### config.mk
export PLATFORM = sky130hd
export DESIGN_NAME = multi_rd_port_ram_flat
export DESIGN_NICKNAME = d
export VERILOG_FILES = /design/src/rtl/ram_pkg.sv /design/src/rtl/multi_rd_port_ram_if.sv /design/src/rtl/ram_rd_port.sv /design/src/rtl/multi_rd_port_ram.sv /design/src/flat_wrapper.sv
export SDC_FILE = /design/constraint.sdc
export NUM_CORES = 2
export LEC_CHECK = 0
export CAP_MARGIN = 20
export CORE_AREA = 2 2 333 467
export CTS_CLUSTER_DIAMETER = 200
export DETAILED_ROUTE_END_ITERATION = 10
export DIE_AREA = 0 0 335 469
export PLACE_DENSITY = 0.62
export SLEW_MARGIN = 30
export SYNTH_ARGS = -nofsm -noshare
export SYNTH_HDL_FRONTEND = slang
export SYNTH_HIERARCHICAL = 1
export SYNTH_SLANG_ARGS = --single-unit
### constraint.sdc
create_clock -name clk -period 4.7 [get_ports clk]
set_input_delay 1.175 -clock clk [delete_from_list [all_inputs] [get_ports clk]]
set_output_delay 1.175 -clock clk [all_outputs]
set_load 0.02 [all_outputs]
### src/rtl/ram_pkg.sv
// Shared constants and state encoding for the multi-read-port RAM.
package ram_pkg;

  localparam int unsigned BYTE = 8;

  typedef enum logic {
    ST_INIT = 1'b0,
    ST_RUN  = 1'b1
  } ram_state_e;

endpackage

### src/rtl/multi_rd_port_ram_if.sv
// Access bus of the multi-read-port RAM: one byte-enabled write port, NRD read ports.
interface multi_rd_port_ram_if #(
  parameter int unsigned BW  = 32,
  parameter int unsigned AW  = 5,
  parameter int unsigned NRD = 2
);

  logic                clear_req;
  logic                ready;
  logic                write_en;
  logic [BW/8-1:0]     wr_be;
  logic [AW-1:0]       addr_in;
  logic [BW-1:0]       data_in;
  logic [NRD-1:0]      read_en;
  logic [NRD*AW-1:0]   addr_out;
  logic [NRD*BW-1:0]   data_out;
  logic [NRD-1:0]      rd_valid;

  modport master (
    output clear_req, write_en, wr_be, addr_in, data_in, read_en, addr_out,
    input  ready, data_out, rd_valid
  );

  modport slave (
    input  clear_req, write_en, wr_be, addr_in, data_in, read_en, addr_out,
    output ready, data_out, rd_valid
  );

endinterface

### src/rtl/ram_rd_port.sv
// One read port: write-collision bypass mux, registered data and one-cycle valid flag.
module ram_rd_port #(
  parameter int unsigned BW     = 32,
  parameter int unsigned AW     = 5,
  parameter int unsigned BYPASS = 1
) (
  input  logic          clk,
  input  logic          rst,
  input  logic          rd_en,
  input  logic [AW-1:0] rd_addr,
  input  logic [BW-1:0] rd_word,
  input  logic          wr_en,
  input  logic [AW-1:0] wr_addr,
  input  logic [BW-1:0] wr_word,
  output logic [BW-1:0] data_out,
  output logic          rd_valid
);

  logic          hit_c;
  logic [BW-1:0] data_d, data_q;
  logic          valid_d, valid_q;

  // wr_en is only ever set for in-range addresses, so a hit never bypasses an out-of-range read
  always_comb begin : rd_next
    hit_c   = (BYPASS != 0) && wr_en && (wr_addr == rd_addr);
    data_d  = data_q;
    valid_d = rd_en;
    if (rd_en) begin
      data_d = hit_c ? wr_word : rd_word;
    end
  end

  always_ff @(posedge clk or posedge rst) begin : rd_regs
    if (rst) begin
      data_q  <= '0;
      valid_q <= 1'b0;
    end else begin
      data_q  <= data_d;
      valid_q <= valid_d;
    end
  end

  assign data_out = data_q;
  assign rd_valid = valid_q;

endmodule

### src/rtl/multi_rd_port_ram.sv
// Byte-enabled single-write / multi-read RAM with a self-zeroing INIT sweep after reset or clear.
module multi_rd_port_ram
  import ram_pkg::*;
#(
  parameter int unsigned BW     = 32,
  parameter int unsigned AW     = 5,
  parameter int unsigned DEPTH  = 2**AW,
  parameter int unsigned NRD    = 2,
  parameter int unsigned BYPASS = 1
) (
  input  logic               clk,
  input  logic               rst,
  multi_rd_port_ram_if.slave bus
);

  localparam int unsigned   NB      = BW / BYTE;
  localparam logic [AW:0]   DEPTH_W = (AW+1)'(DEPTH);
  localparam logic [AW-1:0] LAST    = AW'(DEPTH - 1);

  ram_state_e    state_q, state_d;
  logic [AW-1:0] cnt_q, cnt_d;
  logic          ready_q, ready_d;

  logic [BW-1:0] mem_q [DEPTH];

  logic          run_c;
  logic          wr_in_range_c;
  logic          run_we_c;
  logic          mem_we_c;
  logic [AW-1:0] mem_waddr_c;
  logic [BW-1:0] old_word_c;
  logic [BW-1:0] merged_c;
  logic [BW-1:0] mem_wdata_c;

  logic [BW-1:0] port_data [NRD];
  logic          port_vld  [NRD];

  always_comb begin : fsm_next
    state_d = state_q;
    cnt_d   = cnt_q;
    case (state_q)
      ST_INIT: begin
        if (cnt_q == LAST) begin
          state_d = ST_RUN;
          cnt_d   = '0;
        end else begin
          cnt_d = cnt_q + AW'(1);
        end
      end
      ST_RUN: begin
        if (bus.clear_req) begin
          state_d = ST_INIT;
          cnt_d   = '0;
        end
      end
    endcase
    ready_d = (state_d == ST_RUN);
  end

  always_ff @(posedge clk or posedge rst) begin : fsm_regs
    if (rst) begin
      state_q <= ST_INIT;
      cnt_q   <= '0;
      ready_q <= 1'b0;
    end else begin
      state_q <= state_d;
      cnt_q   <= cnt_d;
      ready_q <= ready_d;
    end
  end

  // A write in the clear cycle is dropped: the sweep that follows zeroes everything anyway
  always_comb begin : wr_merge
    run_c         = (state_q == ST_RUN);
    wr_in_range_c = ({1'b0, bus.addr_in} < DEPTH_W);
    old_word_c    = wr_in_range_c ? mem_q[bus.addr_in] : '0;
    merged_c      = old_word_c;
    for (int k = 0; k < NB; k++) begin
      if (bus.wr_be[k]) begin
        merged_c[k*BYTE +: BYTE] = bus.data_in[k*BYTE +: BYTE];
      end
    end
    run_we_c    = run_c && bus.write_en && !bus.clear_req && wr_in_range_c;
    mem_we_c    = !run_c || run_we_c;
    mem_waddr_c = run_c ? bus.addr_in : cnt_q;
    mem_wdata_c = run_c ? merged_c : '0;
  end

  always_ff @(posedge clk) begin : mem_write
    if (mem_we_c) begin
      mem_q[mem_waddr_c] <= mem_wdata_c;
    end
  end

  for (genvar p = 0; p < NRD; p++) begin : g_rd
    logic [AW-1:0] raddr_c;
    logic [BW-1:0] rword_c;

    assign raddr_c = bus.addr_out[p*AW +: AW];
    assign rword_c = ({1'b0, raddr_c} < DEPTH_W) ? mem_q[raddr_c] : '0;

    ram_rd_port #(
      .BW     (BW),
      .AW     (AW),
      .BYPASS (BYPASS)
    ) u_rd_port (
      .clk      (clk),
      .rst      (rst),
      .rd_en    (bus.read_en[p] & run_c),
      .rd_addr  (raddr_c),
      .rd_word  (rword_c),
      .wr_en    (run_we_c),
      .wr_addr  (bus.addr_in),
      .wr_word  (merged_c),
      .data_out (port_data[p]),
      .rd_valid (port_vld[p])
    );
  end

  always_comb begin : out_pack
    bus.data_out = '0;
    bus.rd_valid = '0;
    for (int p = 0; p < NRD; p++) begin
      bus.data_out[p*BW +: BW] = port_data[p];
      bus.rd_valid[p]          = port_vld[p];
    end
  end

  assign bus.ready = ready_q;

endmodule

### src/flat_wrapper.sv
// flat-port wrapper written by rule: the top's interface ports become plain ports
module multi_rd_port_ram_flat import ram_pkg::*;
#(
  parameter int unsigned BW     = 32,
  parameter int unsigned AW     = 5,
  parameter int unsigned DEPTH  = 2**AW,
  parameter int unsigned NRD    = 2,
  parameter int unsigned BYPASS = 1
)
  (clk, rst, bus_clear_req, bus_write_en, bus_wr_be, bus_addr_in, bus_data_in, bus_read_en, bus_addr_out, bus_ready, bus_data_out, bus_rd_valid);
  multi_rd_port_ram_if #(.BW(BW), .AW(AW), .NRD(NRD)) bus_i ();
  input  logic clk;
  input  logic rst;
  input wire logic [$bits(bus_i.clear_req)-1:0] bus_clear_req;
  input wire logic [$bits(bus_i.write_en)-1:0] bus_write_en;
  input wire logic [$bits(bus_i.wr_be)-1:0] bus_wr_be;
  input wire logic [$bits(bus_i.addr_in)-1:0] bus_addr_in;
  input wire logic [$bits(bus_i.data_in)-1:0] bus_data_in;
  input wire logic [$bits(bus_i.read_en)-1:0] bus_read_en;
  input wire logic [$bits(bus_i.addr_out)-1:0] bus_addr_out;
  output wire logic [$bits(bus_i.ready)-1:0] bus_ready;
  output wire logic [$bits(bus_i.data_out)-1:0] bus_data_out;
  output wire logic [$bits(bus_i.rd_valid)-1:0] bus_rd_valid;
  assign bus_i.clear_req = bus_clear_req;
  assign bus_i.write_en = bus_write_en;
  assign bus_i.wr_be = bus_wr_be;
  assign bus_i.addr_in = bus_addr_in;
  assign bus_i.data_in = bus_data_in;
  assign bus_i.read_en = bus_read_en;
  assign bus_i.addr_out = bus_addr_out;
  assign bus_ready = bus_i.ready;
  assign bus_data_out = bus_i.data_out;
  assign bus_rd_valid = bus_i.rd_valid;
  multi_rd_port_ram #(.BW(BW), .AW(AW), .DEPTH(DEPTH), .NRD(NRD), .BYPASS(BYPASS)) u_core (.clk(clk), .rst(rst), .bus(bus_i));
endmodule
; ---- Yosys cells after proc, flatten, opt, wreduce, memory -nomap -nowiden
; Memories as Yosys holds them, arrays and structs flattened. A register that Yosys moved wholly into a read port is not among the register bits.
; Cells that the tools add are included.
[totals]
regBits = 8
ram_bits = 1024
in_bits = 57
wordCells = 30
mem_count = 1
[mem_list]
columns = memory, words, word_bits, rd, rd_ports_with_merged_regs, write_ports, line
row1 = u_core.mem_q, 32, 32, 3, 2, 1, multi_rd_port_ram.sv:24  ; logic [BW-1:0] mem_q [DEPTH];
[op_classes]
add_sub_neg = 1
eq_ne = 2
mux = 14
bitwise = 3
n_reduce_logical = 5
[op_table]
columns = cell, count
row1 = $mux 32, 1
row2 = $mux 8, 4
row3 = $mux 5, 3
row4 = $pmux 5 s2, 1
row5 = $add 5x1->5 const B, 1
row6 = $eq 5x5->1 const B, 1
row7 = $mux 1, 4
row8 = $and 1x1->1, 2
row9 = $logic_and 1x1->1, 2
row10 = $logic_not 1->1, 2
row11 = $ne 2x2->1 const B, 1
row12 = $pmux 1 s2, 1
row13 = $logic_or 1x1->1, 1
row14 = $not 1->1, 1

; ---- Longest topological paths before layout
[depth]
ltp_word = 5
mapped_depth = 9
mapped_depth_nobuf = 6

; ---- Hierarchy
; Netlist, hierarchy kept.
[modules_own_cells]
columns = module, n_inst, cells_per_inst, area_each_um2, seq_area_each_um2
row1 = multi_rd_port_ram, 1, 3119, 56430.4, 30899.6
row2 = ram_rd_port, 2, 117, 1466.4, 825.8

; ---- Least setup slack after synthesis
; OpenSTA, ideal clock, no wires.
[synth_timing]
path_type = in2reg
startpoint = in bus_addr_in[0]
endpoint = mem u_core.mem_q[0][11] (data pin)
arrival_ps = 3798
required_ps = 4233
path_slack_ps = 434
path_stages = 7
path_buffers = 2
cell_sequence = buf_4 -> buf_2 -> mux2i_1 -> a22oi_1 -> a21oi_1 -> or4_1 -> o31ai_1
[synth_via]
elab_chain_len = 3
[synth_lines]
columns = item, line
row1 = start: declaration, flat_wrapper.sv:17  ; input wire logic [$bits(bus_i.addr_in)-1:0] bus_addr_in;
row2 = $mem_v2 32x32, n/a
row3 = $mux 8, multi_rd_port_ram.sv:79  ; if (bus.wr_be[k]) begin
row4 = $mux 32, multi_rd_port_ram.sv:86  ; mem_wdata_c = run_c ? merged_c : '0;
row5 = via u_core.mem_wdata_c[11], multi_rd_port_ram.sv:33  ; logic [BW-1:0] mem_wdata_c;
row6 = end: declaration, multi_rd_port_ram.sv:24
; The timed path passes the listed nets, and every way through them passes these cells.

; ---- Worst setup path after layout
[layout_timing]
startpoint = in bus_addr_in[1]
endpoint = mem u_core.mem_q[4][9] (data pin)
; Same word-level chain as after synthesis.

==> qor.txt <==
Status = complete, no violations
Drt via density = 6.71
FF-to-FF path depth = 7
Leakage = 0.0233 µW
Post-synth top area share = 0.518
Count of boundary I/O pins = 124
Worst-Margin Slew = 1.07 ns
Htree depth = 3
Worst hold stages = 2
Initial antenna violation count = 4
Fin. max-slew vios = 0
Full die area = 157000 µm²
Seq cells post-synth = 1096
Synth area leader = edfxtp_1
Final wirelength = 208000 µm
Most used cell, CP = buf_4
Worst-Skew Late Latency = 0.77 ns
Clk pwr share = 0.290
Xor/xnor share of the synthesized area = 0.00148
Setup TNS = 0 ns
Starting Density = 0.389
Post-synthesis mux area share = 0.348
Synth Area in Compound Gates = 0.0608
Final #Nets = 3607
Area of the core = 153000 µm²
Crit-path max cell delay = 0.58 ns
Worst Path Max Fanout = 35
Clock Sinks = 1096
DP HPWL = 128000 µm
Top_reg_cell synth = edfxtp_1
Clock Pin Slew Worst Setup and Hold Paths = 0.06 ns
Maximum clock frequency = 273 MHz
GP Congestion = 0.863
PostCTS Resize Cnt = 0
Mapped Area = 59400 µm²
Worst r2r dst = u_core/mem_q[31][25]
Launching point of the worst reg2reg path = u_core/bus.ready
Root Buffer = clkbuf_16
Buffers & Inverters on Critical Path = 5
Hold Path Sink = u_core/g_rd[0].u_rd_port/data_out[7]
Synth Instances = 3353
Slew headroom = 0.289
DRT iter0 DRCs = 5131
Switching pwr = 9850 µW
Top-count cell post-synth = edfxtp_1
Avg Cell Area, Syn = 17.7 µm²
RSZ-0062 raised after global routing = no
Fillcell total = 13100
Synth unique cells = 38
PwrDens = 454 nW/µm²
Switch share = 0.316
Peak VDD IR = 0.360 mV
Largest family of logic cells by synthesized area = multiplexers
Ys Warns = 6
Max-cap violations = 0
Via Count = 37700
Hold_buf cts = 0
Combinational share of power = 0.268
Sequential fraction of the synthesis area = 0.548
HP Start = u_core/g_rd[0].u_rd_port/data_out[7]
CP Capture Type = flip-flop
Ratio of cells with drive above 1 in the final layout = 0.341
Final Core Density = 0.450
Setup crit start = bus_addr_in[1]
CTS tree = yes
Vias in the first global route = 38600
Remaining Overflow, GRT = 0
Simple-gate share of the synthesized area = 0.0165
Dpl ws = 0.241 ns
Reg2reg setup slack = 1.40 ns
Final setup vio count = 0
Critical path class = in -> reg
Pre-antenna DRT Iters = 6
Adder-cell area share of the yosys netlist = 0.000422
Post-CTS setup buffers = 0
Clock Skews = 0.0365 ns
Endpoints failing hold = 0
Area grow syn2layout = 15.6%
Crit-path slowest cell = nor4_1
Seq pwr share = 0.442
Tightest hold margin = 0.608 ns
Synth area leaders = edfxtp_1 52%, mux4_2 24%, mux2i_1 8.7%
Cell Chain, Critical Path = clkdlybuf4s50_1, buf_4, nor2b_4, buf_12, buf_4, a22oi_1, a21oi_1, nor4_1, a22o_1, buf_4
Critical Path RT = 5.23 ns
Family with the most delay on the worst path = buffers and inverters
CTS max path bufs = 3
CTS Buf Count = 106
Wirelength per Cell = 37.1 µm
Commonest cells in the netlist = 1024 x edfxtp_1, 640 x mux4_2, 514 x mux2i_1
Die width = 335 µm
Drt drc = 0
Largest net degree at the start of global routing = 52
Tightest Hold Check Type = reg -> reg
ANT nets after route = 0
Period utilization = 0.778
Cell Int Power = 21300 µW
Port Buffer Count = 123
Fin crit period = 3.66 ns
Rows = 170
First-pass GRT wire length = 292000 µm
Async set-or-reset flop fraction in the synthesized netlist = 0.0657
EDFF count, synth = 1024
Final WS setup = 1.04 ns
Die Height = 469 µm
Total Routing Usage GR = 0.264
WP data arrival = 4.19 ns
Worst Setup Start Kind = input port
Syn Nets = 3412
[area by class of cell]
cell class,count,area [µm²],area share
clock inverter,70,791,0.0115
clock buffer,131,2830,0.0412
sequential,1096,32600,0.474
tap,1978,2470,0.0361
antenna,3,7.51,0.000109
multi-input combinational,1942,25700,0.374
inverter,10,42.5,0.000620
timing repair buffer,392,4280,0.0624
[flip-flops by register name (all words and copies together) (netlist names)]
name,flops
u_core/bus.ready,1
u_core/g_rd.u_rd_port/data_out,64
u_core/g_rd.u_rd_port/rd_valid,2
u_core/cnt_q,5
u_core/mem_q,1024
[cells by family (layout without fill, tap and decap cells)]
family | after synthesis | after routing
other cells | 0 | 3
flops | 1096 | 1096
fa+ha+maj | 2 | 2
xor+xnor | 10 | 10
compound gates | 499 | 499
buf+inv | 315 | 603
mux | 1250 | 1250
simple gates | 181 | 181
[metal layers]
layer,part of all wire,vias up,global-route usage
met4,0.045,4,0.118
li1,-,14900,-
met1,0.37,20100,0.337
met2,0.49,2225,0.437
met5,0.00011,-,0
met3,0.096,472,0.0530
[layout by cell type, fill, tap and decap left out, drive strengths merged, types with 4 or more instances in the layout]
cell           instances
a21oi                129
a221o                 64
a22o                  31
a22oi                256
and2                   7
buf                  280
bufinv                15
clkbuf               131
clkdlybuf4s50        112
clkinv                38
clkinvlp              13
dfrtp                 72
edfxtp              1024
inv                   14
mux2                  96
mux2i                514
mux4                 640
nand2                 26
nor2                  38
nor2b                 67
nor4                  30
o21ai                  7
o32ai                  4
xnor2                 10
[metrics by stage]
stage               total power [µW]  std cells  cell area (µm²)
floorplan                      18100       3353            59400
global placement               22100       5418            65000
detailed placement             22200       5418            65000
CTS                            31200       5619            68600
global route                   32100       5620            68600
finish                         31200       5622            68600
[how the worst max path moves through the flow]
stage / end / depth (start not counted)
final: u_core/mem_q[4][9] / 10
after detailed placement: u_core/mem_q[4][3] / 7
after floorplan: u_core/mem_q[0][11] / 7
after global routing: u_core/mem_q[4][9] / 10
after CTS: u_core/mem_q[4][3] / 7
after global placement: u_core/mem_q[0][3] / 8
[power groups by stage]
stage	logic, µW	clock network [µW]	registers, µW
floorplan	4160	0	14000
CTS	8320	9150	13800
detailed placement	8280	0	14000
global placement	8250	0	13900
finish	8370	9040	13800
global route	8670	9480	13900
[worst register-to-register path, stage by stage, from the launching register on]
cell and delay [ns]:
dfrtp_1 0.59, nor2b_1 0.26, nand2_1 0.14, inv_1 0.15, a22o_1 0.26, nand2_1 0.50, nor2_4 0.75, buf_12 0.30
No activity file was read; power rests on OpenSTA's default activity.
